===== config.mk =====
export PLATFORM = sky130hd
export DESIGN_NAME = tdm_demux4
export DESIGN_NICKNAME = d
export VERILOG_FILES = /design/src/rtl/tdm_demux4.sv
export SDC_FILE = /design/constraint.sdc
export NUM_CORES = 1
export LEC_CHECK = 0
export ABC_CLOCK_PERIOD_IN_PS = 2300
export CAP_MARGIN = 20
export CELL_PAD_IN_SITES_DETAIL_PLACEMENT = 0
export CELL_PAD_IN_SITES_GLOBAL_PLACEMENT = 1
export CORE_MARGIN = 1.5
export CORE_UTILIZATION = 38
export DETAILED_ROUTE_END_ITERATION = 8
export PLACE_DENSITY_LB_ADDON = 0.1
export SYNTH_ARGS = -nofsm -noshare
export SYNTH_HDL_FRONTEND = slang
export SYNTH_SLANG_ARGS = --single-unit

===== constraint.sdc =====
create_clock -name clk -period 2.3 [get_ports clk]
set_input_delay 0.46 -clock clk [delete_from_list [all_inputs] [get_ports clk]]
set_output_delay 0.46 -clock clk [all_outputs]
set_load 0.05 [all_outputs]

===== src/rtl/tdm_demux4.sv =====
// Receive side of a 4-slot TDM link: steers samples into slot shadows and
// publishes whole frames atomically. Optional parity checking via TDM_PARITY_EN.
module tdm_demux4 #(
  parameter int unsigned WIDTH = 1
) (
  input  logic             clk,
  input  logic             rst_n,
  input  logic [WIDTH-1:0] din,
  input  logic             din_valid,
  input  logic             sync,
`ifdef TDM_PARITY_EN
  input  logic             din_par,
  output logic             par_err,
`endif
  output logic [WIDTH-1:0] y0,
  output logic [WIDTH-1:0] y1,
  output logic [WIDTH-1:0] y2,
  output logic [WIDTH-1:0] y3,
  output logic             frame_valid,
  output logic             locked,
  output logic             sync_err
);

  localparam int unsigned SLOT_W = 2;

  typedef enum logic {
    HUNT   = 1'b0,
    LOCKED = 1'b1
  } state_e;

  state_e             state_q, state_d;
  logic [SLOT_W-1:0]  slot_q, slot_d;
  logic [WIDTH-1:0]   sh0_q, sh0_d, sh1_q, sh1_d, sh2_q, sh2_d;
  logic [WIDTH-1:0]   y0_q, y0_d, y1_q, y1_d, y2_q, y2_d, y3_q, y3_d;
  logic               fv_q, fv_d;
  logic               serr_q, serr_d;

`ifdef TDM_PARITY_EN
  logic par_bad_c;
  logic ferr_q, ferr_d;
  logic perr_q, perr_d;

  // Even parity: din_par must equal the XOR of all din bits.
  assign par_bad_c = din_par ^ (^din);
`endif

  always_ff @(posedge clk) begin
    if (!rst_n) begin
      state_q <= HUNT;
      slot_q  <= '0;
      sh0_q   <= '0;
      sh1_q   <= '0;
      sh2_q   <= '0;
      y0_q    <= '0;
      y1_q    <= '0;
      y2_q    <= '0;
      y3_q    <= '0;
      fv_q    <= 1'b0;
      serr_q  <= 1'b0;
`ifdef TDM_PARITY_EN
      ferr_q  <= 1'b0;
      perr_q  <= 1'b0;
`endif
    end else begin
      state_q <= state_d;
      slot_q  <= slot_d;
      sh0_q   <= sh0_d;
      sh1_q   <= sh1_d;
      sh2_q   <= sh2_d;
      y0_q    <= y0_d;
      y1_q    <= y1_d;
      y2_q    <= y2_d;
      y3_q    <= y3_d;
      fv_q    <= fv_d;
      serr_q  <= serr_d;
`ifdef TDM_PARITY_EN
      ferr_q  <= ferr_d;
      perr_q  <= perr_d;
`endif
    end
  end

  // Next-state: idle cycles hold everything and drop the pulses.
  always_comb begin
    state_d = state_q;
    slot_d  = slot_q;
    sh0_d   = sh0_q;
    sh1_d   = sh1_q;
    sh2_d   = sh2_q;
    y0_d    = y0_q;
    y1_d    = y1_q;
    y2_d    = y2_q;
    y3_d    = y3_q;
    fv_d    = 1'b0;
    serr_d  = 1'b0;
`ifdef TDM_PARITY_EN
    ferr_d  = ferr_q;
    perr_d  = 1'b0;
`endif
    if (din_valid) begin
      unique case (state_q)
        HUNT: begin
          if (sync) begin
            sh0_d   = din;
            slot_d  = SLOT_W'(1);
            state_d = LOCKED;
`ifdef TDM_PARITY_EN
            ferr_d  = 1'b0;
`endif
          end
        end
        LOCKED: begin
          if (sync && (slot_q != SLOT_W'(0))) begin
            // Misplaced sync: drop the partial frame and realign on this sample.
            serr_d = 1'b1;
            sh0_d  = din;
            slot_d = SLOT_W'(1);
`ifdef TDM_PARITY_EN
            ferr_d = par_bad_c;
`endif
          end else begin
            unique case (slot_q)
              SLOT_W'(0): sh0_d = din;
              SLOT_W'(1): sh1_d = din;
              SLOT_W'(2): sh2_d = din;
              default: begin
                y0_d = sh0_q;
                y1_d = sh1_q;
                y2_d = sh2_q;
                y3_d = din;
                fv_d = 1'b1;
              end
            endcase
            slot_d = slot_q + SLOT_W'(1);
`ifdef TDM_PARITY_EN
            if (slot_q == SLOT_W'(3)) begin
              perr_d = ferr_q | par_bad_c;
              ferr_d = 1'b0;
            end else begin
              ferr_d = ferr_q | par_bad_c;
            end
`endif
          end
        end
        default: state_d = HUNT;
      endcase
    end
  end

  assign y0          = y0_q;
  assign y1          = y1_q;
  assign y2          = y2_q;
  assign y3          = y3_q;
  assign frame_valid = fv_q;
  assign sync_err    = serr_q;
  assign locked      = (state_q == LOCKED);
`ifdef TDM_PARITY_EN
  assign par_err     = perr_q;
`endif

endmodule


==> run_results.csv, run 1 <==
group,metric,value,unit
grt,grt_first_pass_wirelength,1.676,mm
synth,synthSimpleGateAreaFrac,21.12,%
place,dp.cells,78,
synth,avgSynthCellArea,10.31,um2
cts,cts.hold.buffers_added,0,
timing,finalHoldViolations,0,
synth,synth_xor_area_share,0,%
floorplanning,die_h,41.28,um
synth,ys_ff_latch,12,
worst_hold_path,min_path_type,"reg -> reg",
synth,synth-edff-count,0,
run_status,status,"complete, no violations",
cts,post_cts_resized,0,
floorplanning,ios,12,
detailed_routing,wl,1.027,mm
timing,fin_ws,0.4243,ns
synth,synth.area.top_cells,"dfxtp_1 (43%), mux2i_1 (13%), ha_1 (9.0%), nand2_1 (6.1%), nand2b_4 (4.9%)",
layout,fill_cells,132,
synth,synthMuxAreaShare,12.58,%
timing,setup_tns,0,ns
critical_path,arrival,1.42,ns
timing,fmax,533.1,MHz
detailed_routing,antenna_left,0,
synth,synth_cell_types,19,
synth,synthAdderAreaFrac,8.989,%
floorplanning,dieArea,1704,um2
cts,clockBufferDepth,2,
detailed_routing,drc,0,
cts,clkLatencyLatePin,0.27,ns
timing,period_minus_slack,1.876,ns
synth,synth_area,556.8,um2
critical_path,critPathMaxStageDelay,0.81,ns
timing,relSlewSlack,66.87,%
synth,synth.most_common_cell,"dfxtp_1",
timing,fin_skew,0.004713,ns
place,dp_slack,0.6081,ns
critical_path,cp_top_family,"buffers and inverters",
detailed_routing,drt-wirelength-per-cell,12.52,um
grt,grt_pass1_vias,363,
detailed_routing,vias,395,
timing,period_share,81.55,%
critical_path,crit_fanout,2,
synth,yosys.area.top_type,"dfxtp_1",
cts,cts_root_buf,"clkbuf_4",
critical_path,path_cells,"clkdlybuf4s50_1",
place,hpwlAfterDp,712.4,um
layout,antenna_cells,0,
cts,clock-sinks,12,
timing,tightest_slew,0.4954,ns
power_and_ir_drop,ir_worst_vdd,0.0004065,V
layout,syn_to_final_growth,26.74,%
synth,synthTopCellsByCount,"dfxtp_1 (12), nand2_1 (9), mux2i_1 (7)",
power_and_ir_drop,power_leakage,0.3190,nW
floorplanning,core,1334,um2
synth,synth_compound_area_share,7.865,%
timing,holdWs,0.4628,ns
critical_path,worst_setup_path_end_kind,"primary output",
synth,synth_warnings,0,
synth,synth_top_family_by_area,"simple AND/OR/NAND/NOR gates",
critical_path,cp.required,1.84,ns
timing,slew_viol_final,0,
cts,cts_max_level,1,
detailed_routing,first_pass_iters,4,
cts,cts_buffers,3,
layout,layoutNonFillerInstCount,82,
floorplanning,die_x,41.28,um
detailed_routing,via_per_inst,4.817,
floorplanning,rows,13,
synth,synth_top_area_share,43.15,%
power_and_ir_drop,power_density,609.7,nW/um2
place,port_buffers,11,
detailed_routing,drt-initial-drc-count,7,
grt,grt_max_degree,12,
synth,netlist_instances,54,
cts,clkSlewWorstSetupHoldPaths,0.08,ns
timing,final-setup-viol-count,0,
critical_path,critPathSlowestCell,"clkdlybuf4s50_1",
grt,antenna_found_initial,0,
critical_path,crit_type,"reg -> out",
job,maxCapViolations,0,
synth,async_reset_ff_share,0,%
synth,yosysSeqAreaShare,43.15,%
timing,rsz0062_at_grt,"no",
layout,finish.net_count,77,
grt,grt_overflow,0,
grt,grt_use_total,16.13,%
critical_path,worst-path-buf-inv,1,
layout,drive_gt1_share,14.93,%
cts,cts_tree,"built",
synth,synth_flop_cell,"dfxtp_1",
critical_path,startpoint_type,"register",
cts,post-cts-setup-buffer-count,0,
floorplanning,initial_core_util,41.74,%
place,place_congestion,0.7693,
synth,synth_nets,63,
==> sequential cells by signal, indices dropped and copies added, names as in the netlist <==
| register | cells |
|---|---|
| frame_valid | 1 |
| y3 | 1 |
| sh0_q | 1 |
| locked | 1 |
| y1 | 1 |
| sync_err | 1 |
| y0 | 1 |
| sh2_q | 1 |
| slot_q | 2 |
| sh1_q | 1 |
| y2 | 1 |
==> kinds of logic (layout without fill, tap and decap cells) <==
kind of cell,after synthesis,count (layout)
adder cells (fa/ha/maj),4,4
AO/OA/AOI/OAI,6,6
AND/OR/NAND/NOR,19,19
flip-flops,12,12
buffers and inverters,6,19
multiplexers,7,7
==> worst paths after layout <==
path                            slack (ns)      start  cells past startpoint  endpoint
worst max-delay path                  0.42         y0                      1        y0
worst min-delay path                  0.46         y3                      2        y3
worst max register to register        0.95  slot_q[0]                      5        y2
worst min register to register        0.46         y3                      2        y3
==> power by group <==
group / internal [mW] / leakage [nW] / switching [mW] / total, mW
Clock: 0.0960 / 0.0210 / 0.0707 / 0.167
Combinational: 0.0210 / 0.201 / 0.0273 / 0.0483
Sequential: 0.212 / 0.0973 / 0.00338 / 0.215
Total: 0.329 / 0.319 / 0.101 / 0.430
==> cells in the final DEF (no fill, tap or decap) <==
master	n
nor2_1	3
clkbuf_4	3
o21a_1	1
clkdlybuf4s50_1	11
a21oi_2	1
nand3_1	1
a21o_2	1
o21ai_0	1
buf_4	1
mux2i_1	7
nand4_4	1
ha_1	4
inv_1	3
nand2_1	9
dfxtp_1	12
nand2b_4	2
a21oi_1	1
clkbuf_8	1
nand4_1	3
a41oi_1	1
==> layer usage <==
metal	track usage (%)	vias to the layer above	share of wire, %
li1	-	208	-
met1	21.31	175	47
met2	23.44	10	48
met3	3.804	2	3.5
met4	9.677	0	0.97
met5	0	-	0
==> per-stage QoR <==
step / cell area, um2 / utilization [%] / power (mW)
after detailed placement: 669.4 / 50.19 / 0.2673
after global placement: 669.4 / 50.19 / 0.2675
final: 705.7 / 52.91 / 0.4302
after CTS: 705.7 / 52.91 / 0.4411
after global routing: 705.7 / 52.91 / 0.4553
after floorplan: 556.8 / - / 0.2532
==> layout make-up <==
| class | instances | area (um2) | share of cell area, % |
|---|---|---|---|
| multi-input combinational | 36 | 281.5 | 39.89 |
| sequential | 12 | 240.2 | 34.04 |
| timing repair buffer | 12 | 117.6 | 16.67 |
| clock buffer | 4 | 36.28 | 5.142 |
| tap | 15 | 18.77 | 2.660 |
| inverter | 3 | 11.26 | 1.596 |
Note: power is estimated with default switching activity, not from simulation.
==> run 2, diff against run 1 <==
--- a/config.mk
+++ b/config.mk
@@ -5,12 +5,12 @@
 export SDC_FILE = /design/constraint.sdc
 export NUM_CORES = 1
 export LEC_CHECK = 0
-export ABC_CLOCK_PERIOD_IN_PS = 2300
+export ABC_CLOCK_PERIOD_IN_PS = 1860
 export CAP_MARGIN = 20
 export CELL_PAD_IN_SITES_DETAIL_PLACEMENT = 0
 export CELL_PAD_IN_SITES_GLOBAL_PLACEMENT = 1
 export CORE_MARGIN = 1.5
-export CORE_UTILIZATION = 38
+export CORE_UTILIZATION = 36
 export DETAILED_ROUTE_END_ITERATION = 8
 export PLACE_DENSITY_LB_ADDON = 0.1
 export SYNTH_ARGS = -nofsm -noshare
==> constraint.sdc (replaced) <==
create_clock -name clk -period 1.86 [get_ports clk]
set_input_delay 0.372 -clock clk [delete_from_list [all_inputs] [get_ports clk]]
set_output_delay 0.372 -clock clk [all_outputs]
set_load 0.05 [all_outputs]
==> run 2 against run 1 <==
Against the previous run:
- power grew 23%
- critical path depth is the same
- sequential share of layout area shrank 0.18 points
- via count grew 2.3%
- setup slack lost 0.34 ns
- sequential cell count is the same
- final cell count is the same
- clock skew grew 0.0026 ns
- register-to-register slack lost 0.41 ns
- first-iteration DRC count is the same
==> run_results.csv, run 2 (synthesis results as in run 1) <==
group,metric,value,unit
timing,fmax,562.5,MHz
detailed_routing,topRoutingLayerUsed,"met3",
critical_path,r2r_start,"slot_q[1]",
critical_path,arrival,1.41,ns
critical_path,path_cells,"clkdlybuf4s50_1",
cts,cts_tree,"built",
floorplanning,initial_core_util,37.84,%
layout,top_register,"slot_q",
layout,multi_input_area,281.5,um2
floorplanning,die_h,42.33,um
place,place_congestion,0.7147,
place,port_buffers,11,
detailed_routing,drc,0,
timing,final-setup-viol-count,0,
place,dp.cells,78,
grt,grt_max_degree,12,
grt,grt_first_pass_wirelength,1.531,mm
cts,post_cts_resized,0,
cts,post-cts-setup-buffer-count,0,
timing,period_minus_slack,1.778,ns
floorplanning,rows,14,
timing,holdWs,0.4641,ns
floorplanning,die_x,42.33,um
critical_path,crit_fanout,2,
grt,grt_pass1_vias,384,
cts,cts_max_level,1,
floorplanning,dieArea,1791,um2
critical_path,critPathMaxStageDelay,0.80,ns
layout,finish.net_count,76,
timing,fin_skew,0.007270,ns
detailed_routing,drt-wirelength-per-cell,10.71,um
worst_hold_path,min_from,"y3",
detailed_routing,wl,878,um
floorplanning,ios,12,
power_and_ir_drop,ir_worst_vdd,0.0004081,V
timing,tightest_slew,0.4909,ns
detailed_routing,wl_met2,433,um
cts,cts_buffers,3,
detailed_routing,dr_wl_met3,55,um
critical_path,r2r_slack,0.54,ns
detailed_routing,wirelength_met1,389,um
cts,cts_root_buf,"clkbuf_4",
layout,syn_to_final_growth,27.42,%
grt,grt_use_total,11.88,%
run_status,status,"complete, no violations",
layout,final_common_cell,"dfxtp_1",
timing,finalHoldViolations,0,
detailed_routing,drt-initial-drc-count,7,
layout,drive_gt1_share,15.15,%
critical_path,r2r-end,"y0",
layout,regArea,240.2,um2
place,dp_slack,0.3108,ns
layout,fill_cells,154,
layout,largest_reg_flops,2,
power_and_ir_drop,power_leakage,0.3189,nW
cts,cts.hold.buffers_added,0,
detailed_routing,vias,404,
critical_path,cp_top_family,"buffers and inverters",
critical_path,crit_type,"reg -> out",
detailed_routing,first_pass_iters,4,
critical_path,rr_worst_depth,5,
floorplanning,core,1471,um2
worst_hold_path,hold_end,"y3",
cts,clock-sinks,12,
layout,layoutNonFillerInstCount,82,
critical_path,worst_setup_path_end_kind,"primary output",
cts,clkLatencyLatePin,0.27,ns
critical_path,cp.required,1.49,ns
timing,period_share,95.58,%
job,maxCapViolations,0,
timing,relSlewSlack,67.17,%
cts,clockBufferDepth,2,
timing,setup_tns,0,ns
grt,grt_overflow,0,
critical_path,worst-path-buf-inv,1,
worst_hold_path,min_path_type,"reg -> reg",
cts,clkSlewWorstSetupHoldPaths,0.08,ns
timing,rsz0062_at_grt,"no",
grt,antenna_found_initial,0,
place,hpwlAfterDp,687.2,um
power_and_ir_drop,power_density,746.8,nW/um2
detailed_routing,via_per_inst,4.927,
critical_path,startpoint_type,"register",
worst_hold_path,min_path_cells,2,
critical_path,critPathSlowestCell,"clkdlybuf4s50_1",
detailed_routing,antenna_left,0,
timing,fin_ws,0.08227,ns
timing,slew_viol_final,0,
layout,layout_common_cells,"dfxtp_1 (12), clkdlybuf4s50_1 (10), nand2_1 (9), mux2i_1 (7), ha_1 (4)",
layout,antenna_cells,0,
[run 2: cell count changes in the layout (fill, tap and decap cells not counted), sizes merged]
cell / before / now
clkdlybuf4s50: 11 / 10
[run 2: area by class of cell]
cell class | count | share of cell area (%)
Multi-Input combinational cell | 36 | 39.68
Clock buffer | 4 | 5.115
Inverter | 3 | 1.587
Timing Repair Buffer | 11 | 16.93
Sequential cell | 12 | 33.86
Tap cell | 16 | 2.822
[run 2: how the worst max path moves through the flow]
stage / startpoint / endpoint / cells after the start
floorplan: locked / slot_q[0] / 4
global placement: din_valid / slot_q[0] / 4
detailed placement: din_valid / slot_q[0] / 4
CTS: y2 / y2 / 1
global route: y2 / y2 / 1
finish: y2 / y2 / 1
[run 2: per-stage QoR]
stage / cell area (um2) / utilization [%] / power (mW)
after CTS: 709.4 / 48.21 / 0.5358
after floorplan: 556.8 / - / 0.3130
after detailed placement: 673.1 / 45.75 / 0.3310
final: 709.4 / 48.21 / 0.5298
after global routing: 709.4 / 48.21 / 0.5575
after global placement: 673.1 / 45.75 / 0.3321
[run 2: routing by layer]
metal | GRT usage, % | vias up
met5 | 0 | -
met4 | 3.750 | 0
met3 | 7.759 | 0
met2 | 20.00 | 10
met1 | 11.80 | 186
li1 | - | 208
[run 2: power by group]
group,switching [mW],internal (mW),total [mW]
clock,0.0863,0.119,0.205
sequential,0.00834,0.262,0.270
combinational,0.0275,0.0267,0.0541
==> run 3, diff against run 2 <==
--- a/config.mk
+++ b/config.mk
@@ -5,7 +5,6 @@
 export SDC_FILE = /design/constraint.sdc
 export NUM_CORES = 1
 export LEC_CHECK = 0
-export ABC_CLOCK_PERIOD_IN_PS = 1860
 export CAP_MARGIN = 20
 export CELL_PAD_IN_SITES_DETAIL_PLACEMENT = 0
 export CELL_PAD_IN_SITES_GLOBAL_PLACEMENT = 1
==> results of run 3 <==
Final layout, timing and power as in run 2 (identical DEF).
